`src/rtl/scroll_engine.sv`:
```
// Multi-layer parallax scroll generator: per-layer prescaled offset counters with wrap or
// saturate ends, resynchronised to zero on every scene change.
module scroll_engine #(
   parameter int unsigned N_LAYERS = 3,
   parameter int unsigned SPD_W    = 8,
   parameter int unsigned POS_W    = 5,
   parameter int unsigned SCENE_W  = 2
) (
   input  logic                      clk,
   input  logic                      rst_n,
   input  logic                      clk_en,
   input  logic                      pause,
   input  logic [SCENE_W-1:0]        scene,
   input  logic [N_LAYERS*SPD_W-1:0] speed,
   input  logic [N_LAYERS-1:0]       dir,
   input  logic [N_LAYERS-1:0]       sat,
   output logic [N_LAYERS*POS_W-1:0] pos,
   output logic [N_LAYERS-1:0]       step,
   output logic [N_LAYERS-1:0]       wrap,
   output logic [N_LAYERS-1:0]       at_limit,
   output logic                      scene_chg
);

   localparam logic [POS_W-1:0] PosMax = '1;
   localparam logic [POS_W-1:0] PosOne = {{(POS_W-1){1'b0}}, 1'b1};
   localparam logic [SPD_W-1:0] KOne   = {{(SPD_W-1){1'b0}}, 1'b1};

   logic [SCENE_W-1:0]               scene_q;
   logic [N_LAYERS-1:0][SPD_W-1:0]   speed_a;
   logic [N_LAYERS-1:0][SPD_W-1:0]   k_q, k_d;
   logic [N_LAYERS-1:0][POS_W-1:0]   pos_q, pos_d;
   logic [N_LAYERS-1:0]              step_q, step_d;
   logic [N_LAYERS-1:0]              wrap_q, wrap_d;
   logic [N_LAYERS-1:0]              at_end;
   logic                             scene_chg_q;
   logic                             resync;

   assign speed_a = speed;
   assign resync  = (scene != scene_q);

   // at_end: offset sits on the end the layer is currently moving toward.
   always_comb begin
      at_end = '0;
      for (int i = 0; i < int'(N_LAYERS); i++) begin
         at_end[i] = dir[i] ? (pos_q[i] == '0) : (pos_q[i] == PosMax);
      end
   end

   always_comb begin
      k_d    = k_q;
      pos_d  = pos_q;
      step_d = '0;
      wrap_d = '0;
      if (resync) begin
         k_d   = '0;
         pos_d = '0;
      end else if (clk_en && !pause) begin
         for (int i = 0; i < int'(N_LAYERS); i++) begin
            // >= so that lowering speed below the running count steps at once.
            if (k_q[i] >= speed_a[i]) begin
               k_d[i] = '0;
               if (!(sat[i] && at_end[i])) begin
                  pos_d[i]  = dir[i] ? (pos_q[i] - PosOne) : (pos_q[i] + PosOne);
                  step_d[i] = 1'b1;
                  wrap_d[i] = at_end[i];
               end
            end else begin
               k_d[i] = k_q[i] + KOne;
            end
         end
      end
   end

   always_ff @(posedge clk) begin
      if (!rst_n) begin
         scene_q     <= '0;
         k_q         <= '0;
         pos_q       <= '0;
         step_q      <= '0;
         wrap_q      <= '0;
         scene_chg_q <= 1'b0;
      end else begin
         scene_q     <= scene;
         k_q         <= k_d;
         pos_q       <= pos_d;
         step_q      <= step_d;
         wrap_q      <= wrap_d;
         scene_chg_q <= resync;
      end
   end

   assign pos       = pos_q;
   assign step      = step_q;
   assign wrap      = wrap_q;
   assign at_limit  = sat & at_end;
   assign scene_chg = scene_chg_q;

endmodule

```
`config.mk`:
```
export PLATFORM = sky130hd
export DESIGN_NAME = scroll_engine
export DESIGN_NICKNAME = d
export VERILOG_FILES = /design/src/rtl/scroll_engine.sv
export SDC_FILE = /design/constraint.sdc
export NUM_CORES = 1
export LEC_CHECK = 0
export ABC_CLOCK_PERIOD_IN_PS = 5100
export BUFFER_PORTS_ARGS = -buffer_cell sky130_fd_sc_hd__clkbuf_2
export CAP_MARGIN = 20
export CORE_ASPECT_RATIO = 1.5
export CORE_MARGIN = 2
export CORE_UTILIZATION = 59
export DETAILED_ROUTE_END_ITERATION = 10
export PLACE_DENSITY = 0.85
export SKIP_CTS_REPAIR_TIMING = 1
export SLEW_MARGIN = 20
export SYNTH_ARGS = -nofsm -noshare
export SYNTH_HDL_FRONTEND = slang
export SYNTH_SLANG_ARGS = --single-unit
```
`constraint.sdc`:
```
create_clock -name clk -period 5.1 [get_ports clk]
set_input_delay 0.51 -clock clk [delete_from_list [all_inputs] [get_ports clk]]
set_output_delay 0.51 -clock clk [all_outputs]
set_load 0.005 [all_outputs]
```
==> results of run 1 <==
## cells by family after synthesis
family / Yosys count
XOR/XNOR: 24
adder cells (fa/ha/maj): 39
multiplexers: 1
AO/OA/AOI/OAI: 72
buffers and inverters: 42
flip-flops: 48
AND/OR/NAND/NOR: 129
## power breakdown
| part | switching (mW) | internal (mW) | leakage [nW] |
|---|---|---|---|
| Combinational | 0.0433 | 0.0301 | 1.10 |
| Clock | 0.126 | 0.110 | 0.0434 |
| Sequential | 0.00144 | 0.377 | 0.387 |
## final cells by class
cell class,instances,area share
Multi-Input combinational cell,265,0.543
Clock inverter,2,0.00434
Sequential cell,48,0.278
Tap cell,66,0.0239
Inverter,37,0.0401
Timing Repair Buffer,60,0.0868
Clock buffer,6,0.0239
## flip-flops by register name, indices dropped and copies added (netlist names)
name	count
k_q	24
pos	15
step	3
wrap	3
scene_q	2
scene_chg	1
## worst paths after layout
kind	start	cells past startpoint	slack [ps]	endpoint
hold / removal	sat[0]	2	390	wrap[0]
hold reg to reg	k_q[0]	2	500	k_q[0]
setup / recovery	pos[5]	5	2820	at_limit[1]
setup reg to reg	k_q[0]	7	2890	k_q[1]
## per-layer routing
layer | vias to the layer above | share of wire | track usage
met3 | 12 | 0.033 | 0.0347
met2 | 59 | 0.55 | 0.448
met4 | 0 | 0.023 | 0.113
met1 | 1293 | 0.40 | 0.249
met5 | - | 0 | 0
li1 | 1371 | - | -
## cells in the final DEF (no fill, tap or decap), types with 2 or more instances in the layout
master and n:
or3_1 2, nor3b_1 2, nor3_1 6, and4_1 4, nand2_2 2, and2_1 2
dfxtp_1 48, o22ai_2 2, o21ai_0 19, nor2_1 26, nand2b_1 12, clkbuf_2 60
nand4_1 12, clkbuf_8 6, xor2_1 13, xnor2_1 11, a21oi_1 33, inv_1 35
inv_2 2, and3_1 6, ha_1 36, a21o_1 2, a22o_1 2, nor3_2 2
nor4b_1 3, a22oi_1 2, fa_1 3, nand3_1 18, nand2_1 22, clkinvlp_4 2
o31ai_1 3, or4_1 4
==> impl_metrics.csv, run 1 <==
group,metric,value,unit
placed_design,io_buffers,60,
layout,design_area,0.00346,mm²
timing,maxSlewViolCount,0,
layout,drive_above_1_share,0.194,
yosys,synth_top_area_frac,0.320,
timing,fin_crit,2280,ps
critical_path,critPathMaxStageDelay,550,ps
yosys,synth_area_leaders,"dfxtp_1, ha_1, a21oi_1",
clock_network,htreeDepth,2,
layout,n_fill_cell,400,
layout,final_nets,492,
placed_design,place_congestion,0.858,
placed_design,hpwl,4940,µm
clock_network,cts.sinks,48,
critical_path,crit_arrival,1770,ps
clock_network,path_clk_slew,90,ps
yosys,synthAdderAreaFrac,0.170,
critical_path,crit_buf_inv,2,
yosys,synth_top_family_by_area,"simple AND/OR/NAND/NOR gates",
timing,max_freq,439,MHz
timing,tns,0,ps
die,core_area,0.00485,mm²
die,die_y,91.4,µm
timing,setup_viol,0,
clock_network,cts_tree,"built",
yosys,synth_xor_area_frac,0.0700,
detailed_routing,routedWlPerCell,12.8,µm
timing,rsz0062_at_grt,"false",
die,num_rows,31,
yosys,synth-main-ff-cell,"dfxtp_1",
yosys,seq_area_frac_synth,0.320,
die,die-area,0.00569,mm²
placed_design,dp_cells,476,
grt,grt.overflow.total,0,
grt,grt_antenna_before_repair,0,
critical_path,required,4590,ps
clock_network,numCtsBuffers,5,
grt,grt_max_degree,23,
critical_path,path_cells,"or4_1 > o22ai_2 > nand2_2 > inv_2 > clkbuf_2",
yosys,synth_commonest_cells,"dfxtp_1, ha_1, inv_1, a21oi_1, nor2_1",
yosys,ys_async_sr_fraction,0,
placed_design,placed_cell_area,0.00336,mm²
detailed_routing,drc,0,
critical_path,critPathLaunchType,"flop",
timing,timing.final.ws_setup,2820,ps
outcome,status,"finished clean",
die,initial_core_util,0.619,
yosys,synth_most_common_cell,"dfxtp_1",
layout,final_cells,484,
layout,area_growth,15.3,%
power,totalPowerFinal,0.687,mW
timing,final-hold-violation-count,0,
layout,final_util,0.714,
critical_path,critPathKind,"reg -> out",
layout,multiInputGateArea,0.00188,mm²
yosys,netlist_area,0.00300,mm²
min_path,min-delay-path-class,"in -> reg",
layout,n_antenna_cell,0,
power,vdd_ir_drop_max,182,µV
critical_path,worstSetupEndpointType,"output pin",
grt,grt_pass1_vias,2669,
clock_network,clk_root_buffer_cell,"clkbuf_8",
yosys,yosysWarnings,0,
detailed_routing,ant_nets,0,
detailed_routing,via_per_inst,5.65,
detailed_routing,first_pass_iters,4,
yosys,synth_cell_types,48,
yosys,synth-edff-count,0,
yosys,synthMuxAreaShare,0.00333,
grt,grt_pass1_wl,11000,µm
yosys,yosys.area_share.simple,0.236,
yosys,ys_seq_elements,48,
clock_network,worstSkewPairLatency,300,ps
yosys,yosysTopAreaCell,"dfxtp_1",
job,drv_cap,0,
detailed_routing,num_vias,2735,
timing,slew_headroom,0.480,
yosys,synth_compound_area_frac,0.148,
critical_path,path_max_fanout,7,
placed_design,dp_slack,2720,ps
power,power_leakage,1.53,nW
timing,timing.hold.ws,393,ps
die,die_w,62.2,µm
grt,globalRouteTotalUtil,0.235,
timing,period_share,0.446,
die,pin_count,61,
yosys,syn_area_per_cell,8.46,µm²
clock_network,clk_path_buf_depth,2,
critical_path,slowest_stage,"or4_1",
timing,tightest_slew,778,ps
timing,finClkSkew,9.76,ps
detailed_routing,wl,6210,µm
power,p_per_area,199,mW/mm²
yosys,netlist_instances,355,
yosys,synth_nets,430,
layout,regArea,961,µm²
critical_path,critPathTopFamily,"simple AND/OR/NAND/NOR gates",
detailed_routing,drt_iter0_markers,165,
(Power assumes the default switching activity.)
==> run 2, diff against run 1 <==
ABC_CLOCK_PERIOD_IN_PS = 2150   (was 5100)
CORE_UTILIZATION = 55   (was 59)
PLACE_DENSITY = 0.8   (was 0.85)
clock period = 2.15 ns   (was 5.1 ns; I/O delays follow)
==> run 2 against run 1 <==
Hold slack got worse by 290 ps. Via count decreased by 1.4%. Highest routed layer unchanged. Critical path depth rose by 2. Register-to-register slack got worse by 2800 ps. Largest power group unchanged.
==> impl_metrics.csv, run 2 (synthesis gave the netlist of run 1 again) <==
group,metric,value,unit
outcome,status,"finished clean",
clock_network,cts_tree,"built",
die,pin_count,61,
timing,slew_headroom,0.723,
clock_network,numCtsBuffers,5,
die,core_area,0.00520,mm²
layout,regArea,962,µm²
layout,largest_register_ffs,24,
clock_network,clk_root_buffer_cell,"clkbuf_8",
critical_path,r2r-end,"pos[14]",
grt,grt_antenna_before_repair,0,
critical_path,critPathTopFamily,"compound AO/OA/AOI/OAI gates",
layout,final_cell_mix,"clkbuf_2, dfxtp_1, ha_1, inv_1, a21oi_1",
layout,design_area,0.00351,mm²
power,vdd_ir_drop_max,246,µV
clock_network,clk_path_buf_depth,2,
min_path,min-delay-path-class,"in -> reg",
layout,drive_above_1_share,0.214,
layout,area_growth,16.8,%
timing,timing.hold.ws,102,ps
power,power_leakage,1.56,nW
grt,grt_pass1_wl,10700,µm
job,drv_cap,0,
timing,fin_crit,2030,ps
detailed_routing,ant_nets,0,
power,totalPowerFinal,1.57,mW
detailed_routing,wl,6430,µm
layout,final_cells,489,
placed_design,place_congestion,0.905,
timing,finClkSkew,5.99,ps
grt,grt.overflow.total,0,
critical_path,r2r-start,"k_q[16]",
detailed_routing,drc,0,
layout,final_nets,498,
placed_design,placed_cell_area,0.00341,mm²
critical_path,critPathKind,"reg -> reg",
critical_path,cp-startpoint,"k_q[16]",
critical_path,critPathMaxStageDelay,410,ps
timing,period_share,0.945,
critical_path,crit_arrival,2260,ps
critical_path,path_cells,"inv_1 > ha_1 > nand2b_1 > a31oi_1 > o31a_1 > nor4b_2 > mux2i_1",
critical_path,critPathLaunchType,"flop",
critical_path,cp.depth,7,
critical_path,worstSetupEndpointType,"flop",
grt,globalRouteTotalUtil,0.220,
layout,n_fill_cell,454,
timing,maxSlewViolCount,0,
timing,max_freq,492,MHz
layout,n_antenna_cell,0,
grt,grt_max_degree,21,
critical_path,cp-endpoint,"pos[14]",
detailed_routing,via_per_inst,5.52,
die,die-area,0.00608,mm²
timing,tns,0,ps
die,num_rows,32,
power,p_per_area,446,mW/mm²
critical_path,regToRegSetupSlack,120,ps
layout,final_common_cell,"clkbuf_2",
die,die_w,64.3,µm
detailed_routing,drt_iter0_markers,170,
layout,regMostFlops,"k_q",
timing,final-hold-violation-count,0,
detailed_routing,num_vias,2697,
clock_network,cts.sinks,48,
layout,multiInputGateArea,0.00190,mm²
die,die_y,94.5,µm
placed_design,hpwl,5000,µm
grt,grt_pass1_vias,2598,
critical_path,r2r_cells,7,
clock_network,worstSkewPairLatency,300,ps
detailed_routing,routedWlPerCell,13.1,µm
placed_design,dp_cells,484,
placed_design,io_buffers,60,
critical_path,crit_buf_inv,1,
clock_network,htreeDepth,2,
clock_network,path_clk_slew,80,ps
timing,setup_viol,0,
critical_path,required,2380,ps
critical_path,slowest_stage,"o31a_1",
detailed_routing,first_pass_iters,5,
timing,tightest_slew,411,ps
die,initial_core_util,0.577,
critical_path,path_max_fanout,6,
run 2: how the worst min path moves through the flow:
stage,start,to,cells after the start
after CTS,sat[1],wrap[1],2
after detailed placement,sat[0],wrap[0],2
final,sat[1],wrap[1],2
after global placement,sat[1],wrap[1],2
after floorplan,sat[0],wrap[0],1
after global routing,sat[0],wrap[0],2
run 2: per-stage QoR:
stage / setup WS, ps / util
global placement: 209 / 0.655
floorplan: 321 / -
finish: 118 / 0.674
detailed placement: 94.4 / 0.655
CTS: 49.6 / 0.669
global route: -14.9 / 0.674
run 2: cell type report:
cell class / count / share of cell area
well taps: 68 / 0.0243
clock buffers: 5 / 0.0196
multi-input cells: 265 / 0.543
inverters: 37 / 0.0403
repair buffers: 66 / 0.0985
flip-flops and latches: 48 / 0.274
run 2: report_power, final:
part           leakage, nW  switching, mW  internal (mW)
Sequential           0.388        0.00332          0.893
Clock               0.0359          0.274          0.210
Combinational         1.14          0.108         0.0767
run 2: routing by layer:
metal  routed length, µm  vias up  track usage
met4                 138        0       0.0762
met5                   0        -            0
li1                    -     1382            -
met3                 287       17       0.0477
met1                2570     1230        0.228
met2                3440       68        0.427
run 2: worst register-to-register path, delay by kind of cell, from the launching register on:
kind / cells / cell delay (ps)
flip-flops: 1 / 390
adder cells (fa/ha/maj): 1 / 290
AND/OR/NAND/NOR: 2 / 460
AO/OA/AOI/OAI: 2 / 540
buffers and inverters: 1 / 80
multiplexers: 1 / 210
